==> src/rtl/vga_draw_pkg.sv <==
// vga_draw_pkg: shared FSM states, mode codes and default screen geometry
// for the VGA rectangle drawer.
package vga_draw_pkg;
    typedef enum logic [1:0] {IDLE, DRAW, DONE} state_e;
    localparam logic MODE_RECT    = 1'b0;
    localparam logic MODE_CLEAR   = 1'b1;
    localparam int   SCREEN_W_DEF = 160;
    localparam int   SCREEN_H_DEF = 120;
endpackage

==> src/rtl/vga_scan_counter.sv <==
// vga_scan_counter: row-major 2-D col/row counter with loadable end limits
// and a combinational flag marking the final position.
module vga_scan_counter #(
    parameter int CW = 8,
    parameter int RW = 7
) (
    input  logic          clock,
    input  logic          reset,
    input  logic          load_i,
    input  logic          en_i,
    input  logic [CW-1:0] last_col_i,
    input  logic [RW-1:0] last_row_i,
    output logic [CW-1:0] col_o,
    output logic [RW-1:0] row_o,
    output logic          last_o
);
    logic [CW-1:0] col_q, col_d, last_col_q, last_col_d;
    logic [RW-1:0] row_q, row_d, last_row_q, last_row_d;
    logic          col_end, row_end;
    always_comb begin
        col_end    = col_q == last_col_q;
        row_end    = row_q == last_row_q;
        last_col_d = load_i ? last_col_i : last_col_q;
        last_row_d = load_i ? last_row_i : last_row_q;
        col_d      = (load_i || (en_i && col_end)) ? '0 : en_i ? col_q + 1'b1 : col_q;
        row_d      = (load_i || (en_i && col_end && row_end)) ? '0 :
                     (en_i && col_end) ? row_q + 1'b1 : row_q;
    end
    // Wrapping back to 0 at the end leaves the outputs sitting on the base in IDLE.
    always_ff @(posedge clock or negedge reset) begin
        if (!reset) begin
            col_q      <= '0;
            row_q      <= '0;
            last_col_q <= '0;
            last_row_q <= '0;
        end else begin
            col_q      <= col_d;
            row_q      <= row_d;
            last_col_q <= last_col_d;
            last_row_q <= last_row_d;
        end
    end
    assign col_o  = col_q;
    assign row_o  = row_q;
    assign last_o = col_end && row_end;
endmodule

==> src/rtl/vga_rect_drawer.sv <==
// vga_rect_drawer: streams one pixel per clock of a filled box or full-screen clear
// to the 160x120 VGA adapter. Define VGA_RECT_CLIP_EN to suppress off-screen plots.
module vga_rect_drawer
    import vga_draw_pkg::*;
#(
    parameter int X_W      = 8,
    parameter int Y_W      = 7,
    parameter int COLOUR_W = 3,
    parameter int SIZE_W   = 4,
    parameter int SCREEN_W = SCREEN_W_DEF,
    parameter int SCREEN_H = SCREEN_H_DEF
) (
    input  logic                clock,
    input  logic                reset,
    input  logic                start,
    input  logic                mode,
    input  logic [X_W-1:0]      x_in,
    input  logic [Y_W-1:0]      y_in,
    input  logic [SIZE_W-1:0]   w_in,
    input  logic [SIZE_W-1:0]   h_in,
    input  logic [COLOUR_W-1:0] colour_in,
    output logic [X_W-1:0]      x_out,
    output logic [Y_W-1:0]      y_out,
    output logic [COLOUR_W-1:0] colour_out,
    output logic                plot,
    output logic                busy,
    output logic                done
);
    state_e                state_q, state_d;
    logic [X_W-1:0]        base_x_q, base_x_d, col, last_col;
    logic [Y_W-1:0]        base_y_q, base_y_d, row, last_row;
    logic [COLOUR_W-1:0]   colour_q, colour_d;
    logic                  load, en, last;
    logic                  clear;
    always_comb begin
        clear    = mode == MODE_CLEAR;
        load     = state_q == IDLE && start;
        en       = state_q == DRAW;
        state_d  = load ? DRAW : (en && last) ? DONE : (state_q == DONE) ? IDLE : state_q;
        base_x_d = load ? (clear ? '0 : x_in) : base_x_q;
        base_y_d = load ? (clear ? '0 : y_in) : base_y_q;
        colour_d = load ? colour_in : colour_q;
        last_col = clear ? X_W'(SCREEN_W - 1) : X_W'(w_in);
        last_row = clear ? Y_W'(SCREEN_H - 1) : Y_W'(h_in);
    end
    always_ff @(posedge clock or negedge reset) begin
        if (!reset) begin
            state_q  <= IDLE;
            base_x_q <= '0;
            base_y_q <= '0;
            colour_q <= '0;
        end else begin
            state_q  <= state_d;
            base_x_q <= base_x_d;
            base_y_q <= base_y_d;
            colour_q <= colour_d;
        end
    end
    vga_scan_counter #(.CW(X_W), .RW(Y_W)) u_scan (
        .clock      (clock),
        .reset      (reset),
        .load_i     (load),
        .en_i       (en),
        .last_col_i (last_col),
        .last_row_i (last_row),
        .col_o      (col),
        .row_o      (row),
        .last_o     (last)
    );
`ifdef VGA_RECT_CLIP_EN
    // One extra bit so a sum that wraps the coordinate width still reads as off-screen.
    logic [X_W:0] x_sum;
    logic [Y_W:0] y_sum;
    assign x_sum = {1'b0, base_x_q} + {1'b0, col};
    assign y_sum = {1'b0, base_y_q} + {1'b0, row};
    assign x_out = x_sum[X_W-1:0];
    assign y_out = y_sum[Y_W-1:0];
    assign plot  = en && x_sum < (X_W+1)'(SCREEN_W) && y_sum < (Y_W+1)'(SCREEN_H);
`else
    assign x_out = base_x_q + col;
    assign y_out = base_y_q + row;
    assign plot  = en;
`endif
    assign colour_out = colour_q;
    assign busy       = state_q != IDLE;
    assign done       = state_q == DONE;
endmodule

==> config.mk <==
export PLATFORM = sky130hd
export DESIGN_NAME = vga_rect_drawer
export DESIGN_NICKNAME = d
export VERILOG_FILES = /design/src/rtl/vga_draw_pkg.sv /design/src/rtl/vga_scan_counter.sv /design/src/rtl/vga_rect_drawer.sv
export SDC_FILE = /design/constraint.sdc
export NUM_CORES = 1
export LEC_CHECK = 0
export ABC_AREA = 1
export CORE_UTILIZATION = 47
export CTS_CLUSTER_DIAMETER = 80
export CTS_CLUSTER_SIZE = 8
export DETAILED_ROUTE_END_ITERATION = 8
export HOLD_SLACK_MARGIN = 0.15
export MAX_ROUTING_LAYER = met4
export PLACE_DENSITY = 0.77
export SYNTH_ARGS = -nofsm -noshare
export SYNTH_HDL_FRONTEND = slang
export SYNTH_SLANG_ARGS = --single-unit
==> constraint.sdc <==
create_clock -name clock -period 2.2 [get_ports clock]
set_clock_uncertainty 0.05 [all_clocks]
set_input_delay 0.66 -clock clock [delete_from_list [all_inputs] [get_ports clock]]
set_output_delay 0.66 -clock clock [all_outputs]
set_load 0.03 [all_outputs]
==> results.yml <==
synth:
  syn_nets: 379
  synth.most_common_cell: "nand2_1"
  ys_types: 32
  synth_common_cells: "nand2_1 (89), dfrtp_1 (44), inv_1 (43)"
  synth_edf_count: 0
  synth_cells: 332
  synthArstFlopShare_pct: 100.0
  ys_seq_elements: 44
  synth_top_area_share_pct: 40.15
  synth.avg_cell_area_um2: 8.261
  netlist_area_um2: 2743
  ys_seq_area_share_pct: 40.15
  netlist_top_cells_area: "dfrtp_1 (40%), nand2_1 (12%), ha_1 (6.8%)"
  ys_warn_count: 0
  yosys.area.top_type: "dfrtp_1"
  synthFlopType: "dfrtp_1"
pwr:
  sw_frac_of_total_pct: 21.19
  internal_power_uw: 1108
  power_uw: 1406
  power_frac_clock_pct: 37.1
  leakagePower_uw: 0.002110
  ir_drop_v: 0.0002560
  pwr_density_cell_nw_per_um2: 343.4
  combPwrFrac_pct: 5.4
  p_seq_share_pct: 57.5
  p_sw_uw: 297.9
die:
  die_w_um: 78.39
  coreArea_um2: 5574
  die_area_um2: 6145
  ios: 51
  row_count: 27
  initial_core_util_pct: 49.20
  fp.dieH_um: 78.39
min_path:
  min_path_type: "reg -> reg"
final_layout:
  drive_gt1_share_pct: 29.51
  area_growth_pct: 49.22
  antennaDiodeCount: 0
  fillers: 411
  finalCoreUtilization_pct: 73.42
  final_nets: 473
critical_path:
  regToRegSetupSlack_ns: 0.51
  path_class: "reg -> out"
  worstSetupEndpointType: "output port"
  worstPathArrival_ns: 1.90
  cp-start-kind: "flop"
  required_ns: 1.49
  crit_fanout: 3
routing:
  drc: 0
  dr.pass1.iters: 5
  routedWlPerCell_um: 14.69
  wirelength_mm: 7.332
  drtIter0Drc: 126
  ant_nets: 0
  via_count: 2587
  routed_via_density: 5.184
clock_network:
  htree_levels: 2
  insertion_delay_ns: 0.30
  ctsRootBufferMaster: "clkbuf_8"
  cts_tree: "yes"
  cts_buffer_depth: 2
  cts_buffers: 5
  clock-sinks: 44
  clk_pin_slew_ns: 0.09
sta:
  fin_crit_ns: 2.606
  fin_crit_sh_pct: 118.5
  rsz0062_at_grt: "yes"
  slew_headroom_pct: 77.15
  tightest_slew_ns: 0.3403
  setup_violations: 13
  hold_violations: 0
  max_clock_freq_mhz: 383.7
  finalWorstSetupSlack_ns: -0.4062
  slew_viol_final: 0
grt:
  grt_max_degree: 44
  busiest_layer: "met2"
  use_met2_pct: 42.63
  antenna_found_initial: 0
  grtUsageTotal_pct: 26.02
  grt_pass1_wl_mm: 11.94
  grt_use_met3_pct: 4.535
  overflow: 0
  grt_pass1_vias: 2563
  grtUsageMet1_pct: 32.19
placement:
  gp_congestion: 0.9023
  place_ws_ns: -0.03282
  dp_hpwl_mm: 4.935
  portBuffers: 50
outcome:
  violations: "negative setup slack"
  status: "finished, violations left"
run:
  cap_violations: 0
cells in the final DEF (no fill, tap or decap), types with 2 or more instances in the layout:
cell / Yosys / layout
a21o_1: 3 / 3
a21oi_1: 12 / 11
a22o_1: 13 / 13
a31oi_4: 0 / 2
buf_4: 1 / 38
buf_6: 1 / 14
clkbuf_8: 0 / 6
clkdlybuf4s50_1: 0 / 31
clkinv_2: 0 / 2
dfrtp_1: 44 / 41
dfrtp_2: 0 / 3
dlygate4sd2_1: 0 / 5
fa_2: 0 / 2
ha_1: 15 / 4
ha_4: 0 / 11
inv_1: 43 / 35
inv_2: 1 / 9
nand2_1: 89 / 83
nand2_2: 1 / 3
nand2_4: 1 / 5
nand3_1: 18 / 13
nand3_2: 0 / 2
nand3_4: 1 / 4
nand3b_1: 2 / 2
nand4_1: 12 / 12
nor2_1: 25 / 23
nor2_2: 5 / 6
nor2_4: 1 / 2
nor2_8: 3 / 3
o21ai_0: 7 / 7
xnor2_1: 6 / 3
xnor2_2: 0 / 3
xor2_1: 15 / 10
xor2_2: 0 / 3
xor2_4: 0 / 2
per-stage QoR:
| step | hold WS [ns] | TNS [ns] | instance area (um^2) | std cells |
|---|---|---|---|---|
| 2_1_floorplan | 0.3144 | -0.1814 | 2875 | 332 |
| 3_3_place_gp | 0.4086 | 0 | 3622 | 478 |
| 3_5_place_dp | 0.4113 | -0.07943 | 3622 | 478 |
| 4_1_cts | 0.4459 | -2.598 | 4001 | 494 |
| 5_1_grt | 0.4730 | -3.659 | 4093 | 499 |
| 6_report | 0.4423 | -2.830 | 4093 | 499 |
power by group through the flow:
stage | sequential [uW] | combinational [uW] | clock, uW
after floorplan | 824 | 0.254 | 0
after global placement | 824 | 75.2 | 0
after detailed placement | 824 | 74.9 | 0
after CTS | 808 | 77.3 | 536
after global routing | 808 | 82.5 | 587
final | 808 | 75.9 | 522
critical path: stages, from the launching register on:
cell,delay (ns)
dfrtp_1,0.42
ha_4,0.17
inv_2,0.04
fa_2,0.41
nor3_2,0.17
nor2_1,0.09
xor2_2,0.15
buf_6,0.15
per-layer routing:
| layer | vias up | share of wire [%] |
|---|---|---|
| met5 | - | 0 |
| met4 | 0 | 1.7 |
| met3 | 10 | 4.4 |
| met2 | 89 | 51 |
| met1 | 1226 | 43 |
| li1 | 1262 | - |
state kept, by name, summed over array words and instances (netlist names):
| name | count |
|---|---|
| u_scan.col_o | 8 |
| u_scan.last_col_q | 4 |
| colour_out | 3 |
| u_scan.row_o | 7 |
| base_x_q | 8 |
| base_y_q | 7 |
| state_q | 2 |
| u_scan.last_row_q | 5 |
logic make-up after synthesis:
| kind of cell | count (synthesis) | share of synthesized area, % |
|---|---|---|
| buffers and inverters | 50 | 7.527 |
| XOR/XNOR | 21 | 6.706 |
| AO/OA/AOI/OAI | 40 | 9.763 |
| flip-flops | 44 | 40.15 |
| AND/OR/NAND/NOR | 160 | 27.55 |
| adder cells (fa/ha/maj) | 17 | 8.303 |
what timing repair did:
action                                  CTS  global route
hold endpoints to repair                  1             0
pin swaps                                18            10
gates resized for setup                  51            12
hold buffers                              1             0
endpoints found under the setup margin   18            13
setup buffers                             7             6
final timing paths:
path,startpoint,to,cells past startpoint
worst min register to register,colour_out[0],colour_out[0],2
worst max register to register,u_scan.col_o[6],u_scan.col_o[5],10
max in group asynchronous,reset,base_y_q[3],3
min in group asynchronous,reset,u_scan.last_row_q[1],2
worst max-delay path,u_scan.row_o[0],y_out[6],7
worst min-delay path,colour_out[0],colour_out[0],2
area by class of cell:
class / count / area, um^2 / area share [%]
clock buffer: 6 / 82.58 / 2.018
clock inverter: 2 / 10.01 / 0.2446
inverter: 46 / 177.7 / 4.341
multi-input combinational: 238 / 1795 / 43.87
sequential: 44 / 1105 / 26.99
tap: 72 / 90.09 / 2.201
timing repair buffer: 91 / 832.0 / 20.33
Note: power is estimated with default switching activity, not from simulation.
